===== src/rtl/arbitro_mux2a1.sv =====
// arbitro_mux2a1: two-lane FIFO-buffered round-robin mux arbiter (ARB_PRIORITY0_EN selects strict lane-0 priority)
module arbitro_mux2a1 #(
    parameter int BW    = 2,
    parameter int DEPTH = 4
) (
    input  logic          clk,
    input  logic          reset_L,
    input  logic          valid_0,
    input  logic [BW-1:0] data_in0,
    input  logic          valid_1,
    input  logic [BW-1:0] data_in1,
    input  logic          pause,
    output logic          selector,
    output logic          valid_out,
    output logic [BW-1:0] data_out,
    output logic          full_0,
    output logic          full_1,
    output logic          overflow_0,
    output logic          overflow_1
);
    localparam int PW = $clog2(DEPTH);
    localparam int CW = PW + 1;
    typedef enum logic [1:0] {IDLE, ACTIVE, PAUSED} state_t;
    logic [BW-1:0] mem0 [DEPTH];
    logic [BW-1:0] mem1 [DEPTH];
    logic [PW-1:0] wr0, rd0, wr1, rd1;
    logic [CW-1:0] cnt0, cnt1, cnt0_n, cnt1_n;
    logic          grant, any, any_n, pop, pop0, pop1, push0, push1;
    state_t        state, state_n;
    assign full_0 = cnt0 == CW'(DEPTH);
    assign full_1 = cnt1 == CW'(DEPTH);
    assign push0  = valid_0 && !full_0;
    assign push1  = valid_1 && !full_1;
    assign any    = (cnt0 != '0) || (cnt1 != '0);
`ifdef ARB_PRIORITY0_EN
    assign grant = cnt0 == '0;
`else
    logic last_grant;
    // when both lanes are eligible, grant the lane not served last
    assign grant = (cnt0 != '0 && cnt1 != '0) ? ~last_grant : (cnt1 != '0);
    always_ff @(posedge clk or negedge reset_L)
        if (!reset_L) last_grant <= 1'b1;
        else if (pop) last_grant <= grant;
`endif
    assign pop    = any && !pause;
    assign pop0   = pop && !grant;
    assign pop1   = pop && grant;
    assign cnt0_n = cnt0 + CW'(push0) - CW'(pop0);
    assign cnt1_n = cnt1 + CW'(push1) - CW'(pop1);
    assign any_n  = (cnt0_n != '0) || (cnt1_n != '0);
    always_comb begin
        state_n = state;
        case (state)
            IDLE:    state_n = any_n ? ACTIVE : IDLE;
            ACTIVE:  state_n = (pause && any_n) ? PAUSED : (any_n ? ACTIVE : IDLE);
            PAUSED:  state_n = pause ? PAUSED : ACTIVE;
            default: state_n = IDLE;
        endcase
    end
    always_ff @(posedge clk) begin
        if (push0) mem0[wr0] <= data_in0;
        if (push1) mem1[wr1] <= data_in1;
    end
    always_ff @(posedge clk or negedge reset_L) begin
        if (!reset_L) begin
            wr0        <= '0;
            rd0        <= '0;
            wr1        <= '0;
            rd1        <= '0;
            cnt0       <= '0;
            cnt1       <= '0;
            selector   <= 1'b0;
            valid_out  <= 1'b0;
            data_out   <= '0;
            overflow_0 <= 1'b0;
            overflow_1 <= 1'b0;
            state      <= IDLE;
        end else begin
            if (push0) wr0 <= wr0 + 1'b1;
            if (push1) wr1 <= wr1 + 1'b1;
            if (pop0) rd0 <= rd0 + 1'b1;
            if (pop1) rd1 <= rd1 + 1'b1;
            cnt0       <= cnt0_n;
            cnt1       <= cnt1_n;
            overflow_0 <= overflow_0 | (valid_0 && full_0);
            overflow_1 <= overflow_1 | (valid_1 && full_1);
            valid_out  <= pop;
            if (pop) begin
                selector <= grant;
                data_out <= grant ? mem1[rd1] : mem0[rd0];
            end
            state <= state_n;
        end
    end
endmodule


===== config.mk =====
export PLATFORM = sky130hd
export DESIGN_NAME = arbitro_mux2a1
export DESIGN_NICKNAME = d
export VERILOG_FILES = /design/src/rtl/arbitro_mux2a1.sv
export SDC_FILE = /design/constraint.sdc
export NUM_CORES = 1
export LEC_CHECK = 0
export CAP_MARGIN = 20
export CORE_MARGIN = 2
export CORE_UTILIZATION = 50
export DETAILED_ROUTE_END_ITERATION = 8
export GPL_TIMING_DRIVEN = 1
export HOLD_SLACK_MARGIN = 0.15
export PLACE_DENSITY = 0.68
export SYNTH_ARGS = -nofsm -noshare
export SYNTH_HDL_FRONTEND = slang
export SYNTH_SLANG_ARGS = --single-unit

===== constraint.sdc =====
create_clock -name clk -period 2.75 [get_ports clk]
set_clock_uncertainty 0.1 [all_clocks]
set_input_delay 0.4125 -clock clk [delete_from_list [all_inputs] [get_ports clk]]
set_output_delay 0.4125 -clock clk [all_outputs]
set_load 0.1 [all_outputs]

==> flow_results.org, run 1 <==
** Run status
- The flow ran to the end, and the final reports show no timing, DRC or antenna violations.

** Critical path
- Data arrival time of the critical path :: 2.71 ns
- The endpoint identified for the worst register-to-register timing path is cnt0[2].
- The worst setup path is launched from a flip-flop.
- By instance count, the cell type seen most on the critical path is inv_1.
- Setup slack on the worst flop-to-flop path :: 0.21 ns
- CP Cell Sequence :: or3_4, o211ai_1, inv_1, ha_1, inv_1, ha_1, inv_1, fa_2, xnor2_1, xnor2_1
- CP endpoint kind :: flip-flop
- Critical Path Fanout Max :: 6
- WS Path Type :: reg -> reg
- The startpoint identified for the worst register-to-register timing path is cnt0[1].
- Cell with the largest stage delay on the worst path :: dfrtp_2
- Max stage delay on crit path :: 0.48 ns
- Required time of the critical path :: 2.92 ns
- Register-to-Register Path Depth :: 10

** Route
- Detailed routing inserted a total of 903 vias.
- Post-detailed-route via-to-cell ratio :: 4.829
- The final layout contains routed wiring with a total length of 2.481 mm.
- The first routing iteration left 58 violations.
- In the routed design, unresolved DRC markers number 0.
- Routed wire per std cell :: 13.27 um
- The pre-antenna-repair detailed-routing pass consisted of 4 iterations.
- Once detail routing completed, the nets flagged for antenna violations numbered 0.

** Yosys
- Synthesis produced a netlist whose cell count is 112.
- Area of the mapped netlist :: 1728 um^2
- Nets in the synthesized netlist :: 135
- The biggest area contributor in the post-synthesis netlist is dfrtp_1.
- Post-synthesis sequential element count :: 37
- Dividing the synthesized area by the synthesized cell count gives 15.43 um^2.
- The synthesized design devotes to its leading area cell type 28.96% of total area.
- In the post-synthesis netlist, the biggest area contributors are dfrtp_1 29%, edfxtp_1 28%, ha_1 8.7%.
- Count of yosys warnings during synthesis :: 0
- The share of the Yosys chip area taken by registers is 58.29%.
- Distinct cell type count after synthesis :: 24

** Final layout
- Number of antenna repair diodes :: 0
- Share of post-route cells with drive strength above 1 :: 27.66%
- Leaving out fill and tap cells, the most frequent cells in the layout are 18 x dfrtp_1, 16 x inv_1, 16 x edfxtp_1, 14 x buf_4, 12 x ha_1.
- Multi-input combinational cell area :: 676.9 um^2
- Area delta synth->final :: 19.99%
- End-of-flow core utilization :: 62.13%
- The library cell used most frequently in the layout, excluding fill and tap cells, is dfrtp_1.
- Nets :: 163
- Number of fill cells in the layout :: 277
- Summing all flip-flop and latch instances after layout gives 1010 um^2.

** CTS
- CTS buffer count :: 5
- Number of buffers inserted by hold repair at cts :: 0
- Sink Count :: 37
- TritonCTS built the clock tree.
- Later-pin clock latency in the skew report :: 0.34 ns
- The H-tree was split into 2 levels.
- Root cell of the clock tree :: clkbuf_4
- In this run the deepest clock path goes through 2 buffers.
- Clock-pin transition on the worst setup and hold timing paths :: 0.11 ns

** Die
- The floorplan step defined a core boundary enclosing 3337 um^2.
- Ports placed on the boundary :: 17
- The floorplan step set the die height to 62.79 um.
- In this run the horizontal extent of the chip is 62.79 um.
- Starting density of the core :: 51.78%
- The die covers 3942 um^2.
- Core Rows :: 21

** STA
- Final Cycle Share :: 92.40%
- Final slew viol count :: 0
- Minimum setup slack in the final design :: 0.2089 ns
- Summed over all failing endpoints, the final setup total negative slack is 0 ns.
- Tightest Pin Transition :: 0.4895 ns
- The routed design could run at a clock period as short as 2.541 ns.
- Setup repair after global routing left no endpoint under its margin.
- Setup violations remaining at the end of the flow were counted as 0.
- Tightest hold margin :: 0.2873 ns
- Count of endpoints failing hold in the final timing report :: 0
- Rel. slew slack :: 67.26%
- Derived from the worst setup path, the maximum achievable clock frequency is 393.5 MHz.

** Global route
- In the global route stage, overall resource usage came out at 14.70%.
- Number of antenna violations at the first check in global routing :: 0
- The number of global-route vias before repair came to 918.
- Wire length of the first global-routing pass :: 4.236 mm
- Global routing finished with a remaining overflow of 0.
- Entering global routing, the biggest net connects 14 pins.

** Placed design
- Port-buffer cells :: 16
- Detailed placement finished with a half-perimeter wire length of 1.996 mm.
- Worst setup slack before clock tree synthesis :: 0.1130 ns
- Routability-driven placement finished with a final weighted congestion of 0.7807.

** Run
- Max-cap violations in this run came to 0.

** Hold path
- HP Class :: in -> async
==> cells by family (layout without fill, tap and decap cells) <==
group	count (synthesis)	in the layout	share of synthesized area, %
flip-flops	37	37	58.29
multiplexers	6	6	6.517
buffers and inverters	17	46	4.128
AND/OR/NAND/NOR	15	15	6.662
AO/OA/AOI/OAI	13	13	8.328
adder cells (fa/ha/maj)	14	14	11.01
XOR/XNOR	10	10	5.069
==> worst max-delay path, delay by kind of cell (launching register included) <==
| kind | cells | cell delay (ns) |
|---|---|---|
| XOR/XNOR | 2 | 0.35 |
| adder cells (fa/ha/maj) | 3 | 0.74 |
| AO/OA/AOI/OAI | 1 | 0.17 |
| AND/OR/NAND/NOR | 1 | 0.44 |
| flip-flops | 1 | 0.48 |
| buffers and inverters | 3 | 0.18 |
==> layout make-up <==
cell class              instances  share of cell area, %
clock inverters                 3                  2.233
flip-flops and latches         37                  48.70
repair buffers                 22                  8.932
inverters                      16                  2.897
well taps                      46                  2.776
clock buffers                   5                  1.810
multi-input cells              58                  32.65
==> routing by layer <==
metal  vias to the layer above  global-route usage [%]  wire, um
met3                         6                   5.946       110
met5                         -                       0         0
li1                        446                       -         -
met1                       437                   18.41      1120
met2                        14                   22.45      1213
met4                         0                   6.667        37
==> Yosys cell counts, drive strengths merged <==
cell and number:
dfrtp 20, edfxtp 16, inv 16, ha 12, xnor2 9, and2 8
a21o 5, mux4 4, a221o 2, fa 2, mux2 2, nor2b 2
nor3 2, nor3b 2, o2111a 2, a2111oi 1, a211oi 1, buf 1
dfstp 1, o2111ai 1, o211ai 1, or3 1, xor2 1
==> stage by stage <==
stage | std cells | instance area [um^2]
5_1_grt | 187 | 2073
2_1_floorplan | 112 | 1753
3_5_place_dp | 179 | 1984
6_report | 187 | 2073
3_3_place_gp | 179 | 1984
4_1_cts | 187 | 2068
==> how the worst max path moves through the flow <==
stage	startpoint	to	slack [ns]
after CTS	cnt0[1]	cnt0[2]	0.08
final	cnt0[1]	cnt0[2]	0.21
after global placement	cnt0[1]	cnt0[2]	0.22
after detailed placement	cnt0[1]	cnt0[2]	0.11
after global routing	cnt0[1]	cnt0[2]	0.06
after floorplan	cnt0[1]	cnt0[2]	-0.09
==> sequential cells by signal, summed over array words and instances, names as in the netlist <==
register and flops:
valid_out 1, mem1 8, wr0 2, cnt0 3, last_grant 1, cnt1 3
data_out 2, overflow_0 1, mem0 8, rd0 2, wr1 2, selector 1
rd1 2, overflow_1 1
==> what timing repair did <==
| item | 4_1_cts | 5_1_grt |
|---|---|---|
| gates resized for setup | 0 | 1 |
| setup buffers | 0 | 0 |
| setup endpoints to repair | 0 | 1 |
Power of run 1 is not shown: default switching activity piles up to over one toggle a cycle in this logic, so the estimate is an artifact.
==> inputs of run 2 (changes only) <==
--- a/config.mk
+++ b/config.mk
@@ -7,11 +7,11 @@
 export LEC_CHECK = 0
 export CAP_MARGIN = 20
 export CORE_MARGIN = 2
-export CORE_UTILIZATION = 50
+export CORE_UTILIZATION = 51
 export DETAILED_ROUTE_END_ITERATION = 8
 export GPL_TIMING_DRIVEN = 1
 export HOLD_SLACK_MARGIN = 0.15
-export PLACE_DENSITY = 0.68
+export PLACE_DENSITY = 0.7
 export SYNTH_ARGS = -nofsm -noshare
 export SYNTH_HDL_FRONTEND = slang
 export SYNTH_SLANG_ARGS = --single-unit
==> run 2 against run 1 <==
Net effect: register-to-register slack got worse by 0.08 ns; global-route usage is 0.52 points higher; critical path depth stayed put; final area is 0.54% lower; hold slack is essentially flat.
==> flow_results.org, run 2 (same netlist as run 1, synthesis figures left out) <==
** Run status
- Outcome :: complete, no violations

** Placed design
- Port-buffer cells :: 16
- At the end of routability-driven placement, the weighted congestion stood at 0.7705.
- Worst setup slack before clock tree synthesis :: 0.1429 ns
- Post-DP HPWL :: 1.971 mm

** STA
- Once routing completed, OpenROAD measured the worst setup slack at 0.1301 ns.
- In this run the tightest slew margin relative to its limit is 66.57%.
- Post-layout minimum cycle time :: 2.620 ns
- Final slew viol count :: 0
- At the pin with the least slew margin, the transition time is 0.4999 ns.
- Setup violations remaining at the end of the flow were counted as 0.
- The final hold violation count was 0.
- Final Cycle Share :: 95.27%
- Based on the critical path, the design can be clocked at up to 381.7 MHz.
- Unrepaired setup endpoints after global routing :: no

** CTS
- Number of setup buffers added after CTS :: 0
- Clock tree from TritonCTS :: built
- The clock drives 37 sinks.
- Clock-pin transition on the worst setup and hold timing paths :: 0.11 ns
- Max H-tree Level :: 2
- Root cell of the clock tree :: clkbuf_4
- Number of buffers inserted by hold repair at cts :: 0
- The later pin in the worst-skew pair is clocked with a latency of 0.35 ns.
- In this run, CTS created clock tree buffers numbering 5.
- Counting along the longest clock path gives a buffer depth of 2.
- Post-cts gate resize count :: 0

** Route
- After detailed routing, the wire length on met1 is 1.051 mm.
- In the routed layout, each cell is associated on average with a via count of 4.828.
- The first TritonRoute pass finished after 4 iterations.
- After detailed routing, no signal wire sits above met4.
- Final antenna-violating net count :: 0
- Routed wire per std cell :: 13.56 um
- After detailed routing, the number of remaining DRC violations is 0.
- Summed over all layers, the routed wires come to 2.522 mm.
- The routed design uses 1.276 mm of met2 wire.
- Met3 wire len :: 138 um
- After the first detailed-routing iteration, the DRC count stood at 24.
- Routed via count :: 898

** Critical path
- STA puts the critical path data arrival time at 2.79 ns.
- Gate family responsible for the most delay along the worst path :: adder cells
- Max stage delay on crit path :: 0.51 ns
- CP Buf/Inv Count :: 3
- For this design, the slowest cell found on the critical path is or3_1.
- CP endpoint kind :: flip-flop
- Startpoint type of the worst setup path :: flip-flop
- CP Cell Sequence :: or3_1, o211ai_1, inv_1, ha_1, inv_1, ha_1, inv_1, fa_2, xnor2_1, xnor2_1
- Required time of the critical path :: 2.92 ns
- Crit path top cell by count :: inv_1
- WS Path Type :: reg -> reg
- In this run the worst path has a maximum fanout of 6.

** Run
- The tool flagged a number of max-cap violations equal to 0.

** Final layout
- Multi-input combinational cell area :: 671.9 um^2
- Largest registers :: mem0: 8 flops, mem1: 8 flops
- In the final layout, the share of cells above drive strength 1 is 25.71%.
- Most frequent cells in the layout :: 18 x dfrtp_1, 16 x inv_1, 16 x edfxtp_1, 13 x buf_4, 12 x ha_1
- The library cell used most frequently in the layout, excluding fill and tap cells, is dfrtp_1.
- From synthesis to final layout, the design area changed by 19.33%.
- Number of fill cells in the layout :: 261
- Area used by sequential logic in the layout :: 1010 um^2
- Nets :: 162
- 0 antenna diodes ended up in the layout.

** Die
- The floorplan step defined a die boundary enclosing 3869 um^2.
- Once the floorplan was initialized, standard cells occupied 52.61% of the core.
- Vertical die dimension :: 62.21 um
- In this run the core area contains 21 standard-cell rows.
- Die outline width :: 62.21 um
- In this run the standard cell core region covers 3284 um^2.
- Pin placement for this block handled 17 I/O pins.

** Global route
- GR Overflow Total :: 0
- The initial antenna violation count was 0.
- The first global-routing pass estimated 4.374 mm of wire.
- Total routing resource utilization after global routing :: 15.22%
- Maximum number of pins on one net before global-route repair :: 12
- Number of global-route vias before repair :: 955

** Hold path
- HP Class :: in -> async
-- run 2: final cells by class --
cell class | count | area share [%]
clock buffers | 7 | 2.670
clock inverters | 1 | 1.456
inverters | 16 | 2.913
multi-input cells | 58 | 32.58
flip-flops and latches | 37 | 48.97
well taps | 46 | 2.791
repair buffers | 21 | 8.616
-- run 2: metrics by stage --
stage | util [%] | hold WS (ns) | cell area (um^2) | TNS [ns] | instances
floorplan | - | 0.01691 | 1753 | -0.1170 | 112
global placement | 60.19 | 0.3401 | 1977 | 0 | 178
detailed placement | 60.19 | 0.3496 | 1977 | 0 | 178
CTS | 62.78 | 0.3056 | 2062 | 0 | 186
global route | 62.78 | 0.3105 | 2062 | 0 | 186
finish | 62.78 | 0.2877 | 2062 | 0 | 186
-- run 2: worst paths after layout --
kind	startpoint	end	slack, ns	cells past startpoint
setup / recovery	cnt0[1]	cnt0[2]	0.13	10
hold / removal	reset_L	valid_out	0.29	1
setup reg to reg	cnt0[1]	cnt0[2]	0.13	10
hold reg to reg	overflow_1	overflow_1	0.37	1
max in group asynchronous	reset_L	last_grant	1.65	2
min in group clk	overflow_1	overflow_1	0.37	1
-- run 2: per-layer routing --
layer / global-route usage [%] / vias up
met5: 0 / -
met4: 6.667 / 0
met3: 7.065 / 6
met2: 25.54 / 17
met1: 16.56 / 431
li1: - / 444
Power of run 2 is left out for the same reason.
==> inputs of run 3 (changes only) <==
--- a/config.mk
+++ b/config.mk
@@ -5,13 +5,14 @@
 export SDC_FILE = /design/constraint.sdc
 export NUM_CORES = 1
 export LEC_CHECK = 0
+export ABC_AREA = 1
 export CAP_MARGIN = 20
 export CORE_MARGIN = 2
 export CORE_UTILIZATION = 51
 export DETAILED_ROUTE_END_ITERATION = 8
 export GPL_TIMING_DRIVEN = 1
 export HOLD_SLACK_MARGIN = 0.15
-export PLACE_DENSITY = 0.7
+export PLACE_DENSITY = 0.69
 export SYNTH_ARGS = -nofsm -noshare
 export SYNTH_HDL_FRONTEND = slang
 export SYNTH_SLANG_ARGS = --single-unit
==> run 3 against run 2 <==
Net effect: non-clock buffer count shrank 3; core utilization shrank 0.44 points; highest routed layer unchanged; cell count grew 38%; maximum frequency grew 14%; critical path type unchanged; setup slack gained 0.33 ns; critical path depth grew 2; final area grew 3.3%; area after synthesis grew 8.0%; via count grew 33%; sequential share of layout area shrank 1.7 points; register-to-register slack gained 0.33 ns.
==> flow_results.org, run 3 <==
** Run status
- Outcome :: complete, no violations

** Final layout
- In the final layout, the registers with the most flip-flops are mem0: 8 flops, mem1: 8 flops.
- Leading cell type in the layout, fill and taps excluded :: nand2_1
- Nets :: 232
- Area delta synth->final :: 14.07%
- In the final layout, the share of cells above drive strength 1 is 15.24%.
- Non-filler instance count after layout :: 256
- Fill cells in the final layout number 285.
- The repair_antennas step left the layout with diodes totalling 0.
- Most frequent cells in the layout :: 41 x nand2_1, 40 x inv_1, 20 x dfrtp_1, 16 x edfxtp_1, 15 x nand3_1

** STA
- Setup repair after global routing left no endpoint under its margin.
- Final Cycle Share :: 83.30%
- Count of endpoints failing hold in the final timing report :: 0
- Rel. slew slack :: 81.64%
- Setup total negative slack :: 0 ns
- At the pin with the least slew margin, the transition time is 0.2753 ns.
- Final setup viols :: 0
- Post-layout minimum cycle time :: 2.291 ns
- Final slew viol count :: 0
- Achievable Freq :: 436.5 MHz

** CTS
- Clock tree from TritonCTS :: built
- Max H-tree Level :: 2
- Number of buffers on the longest clock path :: 2
- In this run the clock root is driven by a clkbuf_4.
- Later-pin clock latency in the skew report :: 0.34 ns
- TritonCTS created 5 clock buffers.
- For this design, the CTS-stage hold fixing added 0 buffers.
- After clock tree synthesis, the clock-pin slew on the worst setup and hold paths is 0.12 ns.
- Buffers added to address setup during post-CTS repair amount to 0.
- Post-cts gate resize count :: 0
- Counting every sink on the clock net gives 37.

** Die
- The die covers 4160 um^2.
- 17 I/O pins were placed.
- Die outline width :: 64.50 um
- Vertical die dimension :: 64.50 um
- Starting density of the core :: 54.65%
- The core region is 3416 um^2.
- Core Rows :: 21

** Yosys
- Average size of a mapped cell :: 10.04 um^2
- Post-synthesis async set-or-reset flop share :: 56.76%
- Ys flop type :: dfrtp_1
- Number of enable flip-flop cells after synthesis :: 16
- Counting distinct cell types in the post-synthesis netlist gives 23.
- In the synthesized netlist, the cells that appear most often are 41 x nand2_1, 40 x inv_1, 20 x dfrtp_1, 16 x edfxtp_1, 15 x nand3_1.
- The mapped netlist covers 1867 um^2.
- nand2_1 is the most common cell in the netlist.
- Count of yosys warnings during synthesis :: 0
- Of all cell types, the one taking the most synthesized area is dfrtp_1.
- Main area contributors after synthesis :: dfrtp_1 27%, edfxtp_1 26%, nand2_1 8.2%
- For this run, the register share of the synthesized area comes to 53.95%.
- The cell count after synthesis came out at 186.
- In this run, synthesis produced a sequential element count of 37.
- Nets in the synthesized netlist :: 209
- Of the post-synthesis cell area, the dominant cell type holds 26.81%.

** Route
- Post-detailed-route via-to-cell ratio :: 4.656
- Final antenna-violating net count :: 0
- Pre-antenna DRT Iters :: 4
- Routed via count :: 1192
- Remaining design rule violation count :: 0
- After the first detailed-routing iteration, the DRC count stood at 42.
- For this block, the routed nets add up to 2.874 mm of wire.
- Dividing the detail-routed wire length by the instance count gives 11.23 um.

** Run
- Count of max-cap constraint violations :: 0

** Power and ir drop
- For this design the ratio of total power to cell area is 1170 nW/um^2.
- For this design the static power due to leakage is 1.061 nW.
- Peak supply drop :: 0.5185 mV

** Critical path
- For the worst setup path, the data required time is 2.90 ns.
- For the worst setup path, the data arrival time is 2.44 ns.
- In this design, the critical path's most frequently occurring cell is inv_1.
- Critical Path Fanout Max :: 6
- Cell with the largest stage delay on the worst path :: dfrtp_1
- CP Cell Sequence :: nor2_4, nand2_4, nor2_4, nor2_4, nand2_1, inv_1, ha_1, inv_1, ha_1, inv_1, fa_1, inv_1
- CP endpoint kind :: flip-flop
- WS Path Type :: reg -> reg
- On the worst path, the slowest cell contributes a delay of 0.47 ns.
- The worst setup path is launched from a flip-flop.

** Global route
- The number of global-route vias before repair was 1144.
- Entering global routing, the biggest net connects 22 pins.
- Total routing resource utilization after global routing :: 15.82%
- The initial antenna violation count was 0.
- After global routing the overflow that remains totals 0.
- Wire length of the first global-routing pass :: 4.878 mm

** Hold path
- HP Class :: in -> async

** Placed design
- Last weighted congestion value of the routability-driven placer :: 0.8195
- After detailed placement, the design holds a cell count of 248.
- Input and output buffers added on the ports amount to 16.
- Detailed placement finished with a half-perimeter wire length of 2.222 mm.
run 3: cell types whose count changed after synthesis, sizes merged, moves of 3 or more:
| cell | previous run | this run |
|---|---|---|
| a21oi | 0 | 3 |
| and2 | 8 | 0 |
| nand3 | 0 | 15 |
| nand2 | 0 | 46 |
| mux4 | 4 | 0 |
| xor2 | 1 | 5 |
| inv | 16 | 41 |
| xnor2 | 9 | 3 |
| nor2 | 0 | 15 |
| a21o | 5 | 1 |
run 3: stage by stage:
step | power (W) | setup WS (ns) | area, um^2 | hold slack (ns) | utilization (%)
after floorplan | 0.001963 | 0.5955 | 1867 | 0.01691 | -
final | 0.002491 | 0.4592 | 2130 | 0.2994 | 62.34
after global routing | 0.002707 | 0.2907 | 2130 | 0.2927 | 62.34
after detailed placement | 0.002232 | 0.3334 | 2069 | 0.3513 | 60.59
after CTS | 0.002521 | 0.4393 | 2130 | 0.2932 | 62.34
after global placement | 0.002160 | 0.3452 | 2069 | 0.3388 | 60.59
run 3: worst paths after layout:
| path | start | endpoint | slack [ns] | cells past startpoint |
|---|---|---|---|---|
| max | cnt0[1] | cnt0[1] | 0.46 | 12 |
| min | reset_L | overflow_0 | 0.30 | 2 |
| max reg2reg | cnt0[1] | cnt0[1] | 0.46 | 12 |
| min reg2reg | overflow_1 | overflow_1 | 0.37 | 1 |
| max in group asynchronous | reset_L | last_grant | 1.98 | 2 |
| min in group clk | overflow_1 | overflow_1 | 0.37 | 1 |
run 3: where the power goes:
group	switching, W	internal, W
Sequential	0.000162	0.000790
Combinational	0.000854	0.000400
Clock	0.000187	0.0000987
Total	0.00120	0.00129
run 3: per-layer routing:
metal  wire length (um)  vias up  track usage [%]
met5                  0        -                0
met4                 26        0            6.383
met3                116        4            5.556
met2               1509       15            28.52
met1               1222      565            16.80
li1                   -      608                -
run 3: cells by family after synthesis:
family	after synthesis	synth area share [%]
fa+ha+maj	14	10.19
xor+xnor	8	3.754
compound gates	7	2.413
simple gates	77	20.91
flops	37	53.95
buf+inv	43	8.780
run 3: layout make-up:
cell class                 instances  area (um^2)  area share (%)
clock buffer                       5        37.54           1.763
clock inverter                     3        22.52           1.058
inverter                          41        153.9           7.227
multi-input combinational        106        695.7           32.67
sequential                        37         1007           47.30
tap                               46        57.56           2.703
timing repair buffer              18        155.1           7.286
run 3: critical path, delay by kind of cell, from the launching register on:
kind	cells	cell delay, ns
fa+ha+maj	3	0.87
flops	1	0.47
simple gates	5	0.56
buf+inv	4	0.18
Note: power is estimated with default switching activity, not from simulation.
